===== src/rtl/vga_sync_decoder.sv =====
// Receive-side VGA sync decoder: recovers pixel coordinates from hSync/vSync,
// checks line/frame timing, and accumulates a per-frame RGB checksum.
module vga_sync_decoder #(
    parameter int unsigned H_VISIBLE       = 640,
    parameter int unsigned H_FRONT         = 16,
    parameter int unsigned H_SYNC          = 96,
    parameter int unsigned H_BACK          = 48,
    parameter int unsigned V_VISIBLE       = 480,
    parameter int unsigned V_FRONT         = 10,
    parameter int unsigned V_SYNC          = 2,
    parameter int unsigned V_BACK          = 33,
    parameter bit          SYNC_ACTIVE_LOW = 1'b1
) (
    input  logic        clk,
    input  logic        reset,
    input  logic        pix_en,
    input  logic        hSync,
    input  logic        vSync,
    input  logic [11:0] rgb,
    input  logic        err_clr,
    output logic        pix_valid,
    output logic [9:0]  pix_x,
    output logic [9:0]  pix_y,
    output logic [11:0] pix_rgb,
    output logic        locked,
    output logic        frame_done,
    output logic [31:0] frame_sum,
    output logic [15:0] frame_count,
    output logic [3:0]  err_flags
);

    localparam int unsigned H_TOTAL = H_VISIBLE + H_FRONT + H_SYNC + H_BACK;
    localparam int unsigned V_TOTAL = V_VISIBLE + V_FRONT + V_SYNC + V_BACK;
    localparam int unsigned HCW     = $clog2(H_TOTAL + 1);
    localparam int unsigned VCW     = $clog2(V_TOTAL + 1);

    localparam logic [HCW-1:0] H_LAST   = HCW'(H_TOTAL - 1);
    localparam logic [HCW-1:0] H_SYNC_C = HCW'(H_SYNC);
    localparam logic [HCW-1:0] H_X0     = HCW'(H_SYNC + H_BACK);
    localparam logic [HCW-1:0] H_X1     = HCW'(H_SYNC + H_BACK + H_VISIBLE - 1);
    localparam logic [VCW-1:0] V_TOT_C  = VCW'(V_TOTAL);
    localparam logic [VCW-1:0] V_LAST   = VCW'(V_TOTAL - 1);
    localparam logic [VCW-1:0] V_SYNC_C = VCW'(V_SYNC);
    localparam logic [VCW-1:0] V_Y0     = VCW'(V_SYNC + V_BACK);
    localparam logic [VCW-1:0] V_Y1     = VCW'(V_SYNC + V_BACK + V_VISIBLE - 1);

    typedef enum logic [1:0] {StSearch, StCheck, StLocked} state_e;

    state_e          state_q, state_d;
    logic            hs_prev_q, h_seen_q, h_over_q, h_over_d;
    logic            vs_prev_q, v_seen_q;
    logic [HCW-1:0]  hc_q, hc_d, hc_inc;
    logic [VCW-1:0]  vc_q, vc_d, vs_cnt_q, vs_cnt_d;
    logic [31:0]     sum_q, sum_d;

    logic            pix_valid_q, frame_done_q, locked_q;
    logic [9:0]      pix_x_q, pix_y_q;
    logic [11:0]     pix_rgb_q;
    logic [31:0]     frame_sum_q;
    logic [15:0]     frame_count_q;
    logic [3:0]      err_flags_q;

    logic            hs_act, vs_act, hs_start, hs_end, frame_start, vs_end;
    logic            visible, emit, last_px;
    logic [3:0]      err;

    assign hs_act      = (hSync == !SYNC_ACTIVE_LOW);
    assign vs_act      = (vSync == !SYNC_ACTIVE_LOW);
    assign hs_start    = hs_act && !hs_prev_q;
    assign hs_end      = !hs_act && hs_prev_q;
    assign frame_start = hs_start && vs_act && !vs_prev_q;
    assign vs_end      = hs_start && !vs_act && vs_prev_q;
    assign hc_inc      = hc_q + 1'b1;

    // Counters and timing checks; everything is qualified by the pixel tick.
    always_comb begin
        err = '0;
        if (pix_en) begin
            if (h_seen_q && hs_start && hc_q != H_LAST) err[0] = 1'b1;
            if (h_seen_q && !hs_start && hc_q == H_LAST && !h_over_q) err[0] = 1'b1;
            if (h_seen_q && hs_end && hc_inc != H_SYNC_C) err[1] = 1'b1;
            if (frame_start && state_q != StSearch && vc_q != V_LAST) err[2] = 1'b1;
            if (v_seen_q && hs_start && !frame_start && vc_q == V_LAST) err[2] = 1'b1;
            if (v_seen_q && vs_end && vs_cnt_q != V_SYNC_C) err[3] = 1'b1;
        end

        // hc saturates at the last count so a missing sync is flagged only once
        h_over_d = !hs_start && (hc_q == H_LAST);
        if (hs_start) begin
            hc_d = '0;
        end else if (hc_q == H_LAST) begin
            hc_d = hc_q;
        end else begin
            hc_d = hc_inc;
        end

        vc_d     = vc_q;
        vs_cnt_d = vs_cnt_q;
        if (frame_start) begin
            vc_d     = '0;
            vs_cnt_d = VCW'(1);
        end else if (hs_start) begin
            if (vc_q != V_TOT_C) vc_d = vc_q + 1'b1;
            if (vs_act && vs_cnt_q != V_TOT_C) vs_cnt_d = vs_cnt_q + 1'b1;
        end
    end

    always_comb begin
        state_d = state_q;
        if (pix_en) begin
            unique case (state_q)
                StSearch: if (frame_start && err == '0) state_d = StCheck;
                StCheck: begin
                    if (err != '0)       state_d = StSearch;
                    else if (frame_start) state_d = StLocked;
                end
                StLocked: if (err != '0) state_d = StSearch;
                default: state_d = StSearch;
            endcase
        end
    end

    always_comb begin
        visible = (hc_d >= H_X0) && (hc_d <= H_X1) && (vc_d >= V_Y0) && (vc_d <= V_Y1);
        emit    = pix_en && visible && (state_d == StLocked);
        last_px = (hc_d == H_X1) && (vc_d == V_Y1);
        sum_d   = sum_q;
        if (pix_en && frame_start) begin
            sum_d = '0;
        end else if (emit) begin
            sum_d = sum_q + 32'(rgb);
        end
    end

    always_ff @(posedge clk) begin
        if (!reset) begin
            state_q       <= StSearch;
            hs_prev_q     <= 1'b0;
            h_seen_q      <= 1'b0;
            h_over_q      <= 1'b0;
            vs_prev_q     <= 1'b0;
            v_seen_q      <= 1'b0;
            hc_q          <= '0;
            vc_q          <= '0;
            vs_cnt_q      <= '0;
            sum_q         <= '0;
            pix_valid_q   <= 1'b0;
            frame_done_q  <= 1'b0;
            locked_q      <= 1'b0;
            pix_x_q       <= '0;
            pix_y_q       <= '0;
            pix_rgb_q     <= '0;
            frame_sum_q   <= '0;
            frame_count_q <= '0;
            err_flags_q   <= '0;
        end else begin
            state_q <= state_d;
            if (pix_en) begin
                hs_prev_q <= hs_act;
                h_over_q  <= h_over_d;
                hc_q      <= hc_d;
                vc_q      <= vc_d;
                vs_cnt_q  <= vs_cnt_d;
                sum_q     <= sum_d;
                if (hs_start) begin
                    h_seen_q  <= 1'b1;
                    vs_prev_q <= vs_act;
                end
                if (frame_start) v_seen_q <= 1'b1;
            end

            pix_valid_q  <= emit;
            frame_done_q <= emit && last_px;
            locked_q     <= (state_d == StLocked);
            if (emit) begin
                pix_x_q   <= 10'(hc_d - H_X0);
                pix_y_q   <= 10'(vc_d - V_Y0);
                pix_rgb_q <= rgb;
            end
            if (emit && last_px) begin
                frame_sum_q   <= sum_d;
                frame_count_q <= frame_count_q + 16'd1;
            end

            // A clear on the same edge as a new error drops that error
            if (err_clr) err_flags_q <= '0;
            else         err_flags_q <= err_flags_q | err;
        end
    end

    assign pix_valid   = pix_valid_q;
    assign pix_x       = pix_x_q;
    assign pix_y       = pix_y_q;
    assign pix_rgb     = pix_rgb_q;
    assign locked      = locked_q;
    assign frame_done  = frame_done_q;
    assign frame_sum   = frame_sum_q;
    assign frame_count = frame_count_q;
    assign err_flags   = err_flags_q;

endmodule


===== config.mk =====
export PLATFORM = sky130hd
export DESIGN_NAME = vga_sync_decoder
export DESIGN_NICKNAME = d
export VERILOG_FILES = /design/src/rtl/vga_sync_decoder.sv
export SDC_FILE = /design/constraint.sdc
export NUM_CORES = 1
export LEC_CHECK = 0
export ABC_AREA = 1
export CAP_MARGIN = 5
export CORE_MARGIN = 2
export CORE_UTILIZATION = 55
export DETAILED_ROUTE_END_ITERATION = 8
export PLACE_DENSITY = 0.84
export SLEW_MARGIN = 10
export SYNTH_ARGS = -nofsm -noshare
export SYNTH_HDL_FRONTEND = slang
export SYNTH_SLANG_ARGS = --single-unit

===== constraint.sdc =====
create_clock -name clk -period 3.45 [get_ports clk]
set_input_delay 0.5175 -clock clk [delete_from_list [all_inputs] [get_ports clk]]
set_output_delay 0.5175 -clock clk [all_outputs]
set_load 0.05 [all_outputs]

* Word level (Yosys, flattened, before mapping)
Cells that the tools add are included.
Word-level totals: bits in registers 156, bits in latches 0, memory bits (writable) 0, ROM bits 0, output and inout bits 87, logic and storage cells 116, memories kept 0
Cells by class: $add $sub $neg 7, multipliers 0, divide/modulo/power cells 0, order comparisons 4, equal/unequal tests 13, shifts and indexed selects 0, mux-type cells 23, bitwise logic cells 4, reduce and logical (&&, ||, !) cells 46
Operators with widths (number):
- $mux 10 | 8
- $mux 32 | 2
- $eq 10x10->1 const B | 4
- $ne 10x10->1 const B | 4
- $add 32x12->32 | 1
- $logic_and 1x1->1 | 31
- $add 10x1->10 const B | 3
- $le 10x10->1 const B | 2
- $add 16x1->16 const B | 1
- $ge 10x6->1 const B | 1
- $ge 10x8->1 const B | 1
- $mux 2 | 5
- $ne 10x2->1 const B | 1
- $ne 10x7->1 const B | 1
- $sub 10x6->10 const B | 1
- $sub 10x8->10 const B | 1
- $mux 1 | 6
- $pmux 2 s3 | 1
- $reduce_bool 2->1 | 3
- $logic_not 1->1 | 5
- $eq 2x2->1 const B | 2
- $logic_not 4->1 | 1
- $mux 4 | 1
- $or 4x4->4 | 1
- other kinds (7) | 10

* Longest topological paths before layout
word-level depth 18, gate-level depth with buffers 21, gate-level depth less buffers 20

* Least setup slack after synthesis
No wires, ideal clock.
kind flip-flop to flip-flop, start reg hc_q[1], end reg pix_x_q[4] (netlist: pix_x[4]), setup time 0.129 ns, data arrival time 2.682 ns, setup slack 0.639 ns, stages on the path, launching flop included 20, path buffers 2, cell sequence dfxtp_1 ha_1 nand2_2 nor2_4 nand3_2 a21oi_1 inv_1 ha_1 nand2_1 nand2_1 nand2_1 nor2_1 nand2_1 nand2_1 nor2_1 nand4_4 inv_4 buf_6 buf_2 a21oi_1
RTL lines:
- start: declaration | line 52 | logic [HCW-1:0] hc_q, hc_d, hc_inc;
- start signal: assignment | line 143 | hc_q <= '0;
- start signal: assignment | line 161 | hc_q <= hc_d;
- $add 10x1->10 / $eq 10x10->1 (equally long branches) | line 73, 91
- $mux 10 (*) | line 91 | end else if (hc_q == H_LAST) begin
- $mux 10 (*) | line 89 | if (hs_start) begin
- named net hc_d[4] | line 52
- $ge 10x8->1 / $le 10x10->1 (equally long branches) | line 124 | visible = (hc_d >= H_X0) && (hc_d <= H_X1) && (vc_d >= V_Y0) && (vc_d <= V_Y1);
- $logic_and 1x1->1 (3 in a row) | line 124
- $logic_and 1x1->1 (2 in a row) | line 125 | emit = pix_en && visible && (state_d == StLocked);
- end signal: assignment | line 176 | pix_x_q <= 10'(hc_d - H_X0);
- end: declaration | line 57 | logic [9:0] pix_x_q, pix_y_q;
Mark *: on every way through the listed nets, which the timed path passes. The rest lies on a longest branch. A chain may end at the register's enable or synchronous reset.

* Worst setup path in the final report
start reg hc_q[1], end reg frame_sum_q[27] (netlist: frame_sum[27])
RTL lines:
- $add 10x1->10 / $eq 10x10->1 (equally long branches) | line 73, 91
- $mux 10 (*) | line 91
- $mux 10 (*) | line 89
- named net hc_d[4] | line 52
- $ge 10x8->1 / $le 10x10->1 (equally long branches) | line 124
- $logic_and 1x1->1 (3 in a row) | line 124
- $logic_and 1x1->1 (2 in a row) | line 125
- $mux 32 | line 130 | end else if (emit) begin
- $mux 32 | line 128 | if (pix_en && frame_start) begin
- end signal: assignment | line 181 | frame_sum_q <= sum_d;
- end: declaration | line 59 | logic [31:0] frame_sum_q;
Marked as above.

==> flow_metrics.py <==
metrics = {
    "timing": {
        "worst_slew_pin_slew_ps": 628,
        "hold_viol_final": 0,
        "setup_tns_ps": 0,
        "setup_viol": 0,
        "min_period_ps": 3130,
        "skew_ps": 6.64,
        "rsz0062_at_grt": "false",
        "setup_ws_ps": 318,
        "slew_violations": 0,
        "relSlewSlack_pct": 57.8,
        "max_clock_freq_mhz": 319,
        "period_share_pct": 90.8,
    },
    "yosys": {
        "yosys_warnings": 0,
        "synthDistinctLibCells": 43,
        "ys_ff_latch": 156,
        "synth_edf_count": 0,
        "yosysSeqAreaShare_pct": 35.5,
        "avgSynthCellArea_um2": 6.65,
        "syn_area_mm2": 0.00881,
        "synth.net_count": 1367,
        "ys.flop_type": "dfxtp_1",
        "synthArstFlopShare_pct": 0,
        "syn_inst": 1324,
    },
    "placement": {
        "hpwlAfterDp_mm": 17.3,
        "place_ws_ps": 65.5,
        "place_congestion": 1.00,
        "place_area_mm2": 0.0102,
        "port_buffers": 104,
    },
    "worst_setup_path": {
        "path_max_fanout": 19,
        "critPathSlowestCell": "dfxtp_1",
        "endpoint_kind": "flop",
        "reg2regPathDepth": 18,
        "cp_slowest_stage_delay_ps": 400,
        "crit_path_start_kind": "flop",
        "critPathKind": "flop to flop",
        "crit_chain": "ha_1 -> nand2_2 -> nor2_4 -> nand3_2 -> a21oi_1 -> buf_4 -> ha_1 -> nand2_1 -> nor2_1 -> nand3_1 -> nand2_1 -> nand2_1 -> nor2_2 -> nand4_4 -> buf_4 -> nand2_1 -> nand3_1 -> a21oi_1",
        "worstPathArrival_ps": 3490,
        "crit_required_ps": 3810,
        "r2r-start": "hc_q[1]$_SDFFE_PN0P_",
        "rr_endpoint": "frame_sum[27]$_SDFFE_PN0P_",
        "path_buf_inv": 2,
        "crit_path_frequent_cell": "nand2_1",
        "cpLargestDelayFamily": "simple AND/OR/NAND/NOR gates",
        "reg2reg_slack_ps": 320,
    },
    "worst_hold_path": {
        "min_path_cells": 2,
        "worstHoldStart": "err_flags[0]$_SDFF_PP0_",
        "hp-class": "flop to flop",
        "hold-path-endpoint": "err_flags[0]$_SDFF_PP0_",
    },
    "cells_and_area": {
        "final_area_mm2": 0.0108,
        "drive_above_1_share_pct": 6.86,
        "nets": 1474,
        "layout-area-overhead-vs-synth_pct": 22.6,
        "most-common-layout-cells": "nand2_1 (333), dfxtp_1 (156), inv_1 (147)",
        "layout.cells.most_common": "nand2_1",
        "antenna_cells": 0,
    },
    "routing": {
        "via_per_inst": 5.44,
        "drc": 0,
        "antenna_left": 0,
        "vias": 9029,
        "wirelength_mm": 24.2,
        "drtIter0Drc": 828,
        "dr.pass1.iters": 6,
        "wire_per_inst_um": 14.6,
    },
    "die": {
        "io_pins": 105,
        "core_mm2": 0.0158,
        "start_util_pct": 55.8,
        "die-height_um": 131,
        "die_x_um": 131,
        "die_area_mm2": 0.0170,
        "std_cell_rows": 46,
    },
    "power": {
        "power_frac_seq_pct": 44.6,
        "swShare_pct": 25.4,
        "power_density_mw_per_mm2": 383,
        "p_int_mw": 3.09,
        "power_frac_comb_pct": 9.1,
        "vdd_drop_max_mv": 0.315,
        "clkPwrFrac_pct": 46.3,
        "p_leak_nw": 4.46,
        "switchingPower_mw": 1.05,
    },
    "global_routing": {
        "grt_pass1_wl_mm": 39.6,
        "grt_usage_pct": 28.9,
        "use_met3_pct": 4.60,
        "grt_max_degree": 39,
        "grt_use_met1_pct": 39.9,
        "grt_pass1_vias": 8152,
        "grt.busiest_layer": "met2",
        "antenna_found_initial": 0,
        "grt_overflow": 0,
        "grtUsageMet2_pct": 46.3,
    },
    "run_status": {
        "run_status": "completed",
    },
    "clock_network": {
        "clk_pin_slew_ps": 60,
        "worstSkewPairLatency_ps": 430,
        "cts_buffers": 17,
        "htreeDepth": 4,
        "cts_root_buffer": "clkbuf_16",
        "cts_tree": "done",
        "cts_buffer_depth": 2,
        "clock-sinks": 156,
    },
    "flow_run": {
        "cap_violations": 0,
    },
}
==> area by class of cell <==
cell class              count  area [µm²]
repair buffers            144        1400
fillers                  1389        4970
well taps                 216         270
inverters                 152         576
clock buffers              17         425
multi-input cells         960        4830
clock inverters            14         170
flip-flops and latches    156        3120
==> how the worst max path moves through the flow <==
stage	slack (ps)	to	cells after the start	from
floorplan	640	pix_x[4]$_SDFFE_PN0N_	19	hc_q[1]$_SDFFE_PN0P_
global placement	100	frame_count[10]$_SDFFE_PN0P_	16	hSync
detailed placement	70	frame_count[15]$_SDFFE_PN0P_	16	hSync
CTS	230	frame_count[15]$_SDFFE_PN0P_	18	hc_q[1]$_SDFFE_PN0P_
global route	20	frame_sum[7]$_SDFFE_PN0P_	20	vc_q[5]$_SDFFE_PN0P_
finish	320	frame_sum[27]$_SDFFE_PN0P_	18	hc_q[1]$_SDFFE_PN0P_
==> through the flow <==
stage	cells	hold WS, ps	power [mW]	util (%)
3_5_place_dp	1625	440	2.25	64.5
5_1_grt	1659	480	4.26	68.5
2_1_floorplan	1324	437	2.13	-
6_report	1659	447	4.14	68.5
4_1_cts	1656	450	4.14	68.3
3_3_place_gp	1625	434	2.24	64.5
==> power groups by stage <==
stage	sequential [mW]	clock [mW]	combinational [mW]
finish	1.85	1.92	0.376
global route	1.85	1.99	0.419
CTS	1.85	1.92	0.368
detailed placement	1.89	0	0.365
global placement	1.89	0	0.359
floorplan	1.88	0	0.246
==> metal layers <==
metal / vias up / wire, µm
met5: - / 0
met4: 0 / 493
met3: 54 / 1610
met2: 365 / 10800
met1: 4083 / 11300
li1: 4527 / -
==> logic make-up (layout without fill, tap and decap cells) <==
kind of cell | count (synthesis) | count (layout) | synth area share [%]
compound gates | 203 | 203 | 12.0
xor+xnor | 52 | 52 | 5.17
fa+ha+maj | 25 | 25 | 3.64
buf+inv | 208 | 327 | 9.70
flops | 156 | 156 | 35.5
simple gates | 680 | 680 | 34.0
==> synth_stat cells, types with 2 or more instances <==
library cell | number | area (µm²)
nor2_1 | 134 | 503
xnor2_1 | 20 | 175
o21ai_0 | 66 | 330
o21ai_1 | 3 | 15.0
xor2_1 | 32 | 280
nand3_2 | 4 | 40.0
inv_2 | 3 | 11.3
buf_4 | 6 | 45.0
dfxtp_1 | 156 | 3120
nor3b_1 | 2 | 15.0
a31oi_1 | 2 | 12.5
clkbuf_1 | 25 | 93.8
nand2_1 | 333 | 1250
nand4_1 | 54 | 338
nand3_1 | 99 | 495
nor2_2 | 2 | 12.5
nand3b_1 | 3 | 22.5
a21o_1 | 2 | 15.0
a211oi_1 | 6 | 45.0
inv_1 | 148 | 556
or2_2 | 4 | 25.0
buf_6 | 3 | 33.8
a21oi_1 | 119 | 596
nor4_1 | 8 | 50.1
buf_2 | 21 | 105
nor2_4 | 4 | 45.0
ha_1 | 24 | 300
nand2_2 | 2 | 12.5
nor3_1 | 25 | 125
==> sequential cells by signal (all words and copies together), names as in the netlist, 2 cells and up <==
signal and flops:
vs_cnt_q 10, frame_count 16, vc_q 10, pix_x 10, hc_q 10, pix_rgb 12, frame_sum 32, err_flags 4
sum_q 32, pix_y 10, state_q 2
==> timing repair <==
action,4_1_cts,5_1_grt
setup buffers,0,3
resized for setup,0,3
hold buffers,0,0
endpoints found under the setup margin,0,61
==> tightest hold or removal path: cells and delay by family, from the launching register on <==
kind,cells,cell delay [ps]
buffers and inverters,1,50
DFF,1,310
AOI/OAI and AO/OA,1,50
Power figures use the tool's default switching activity.
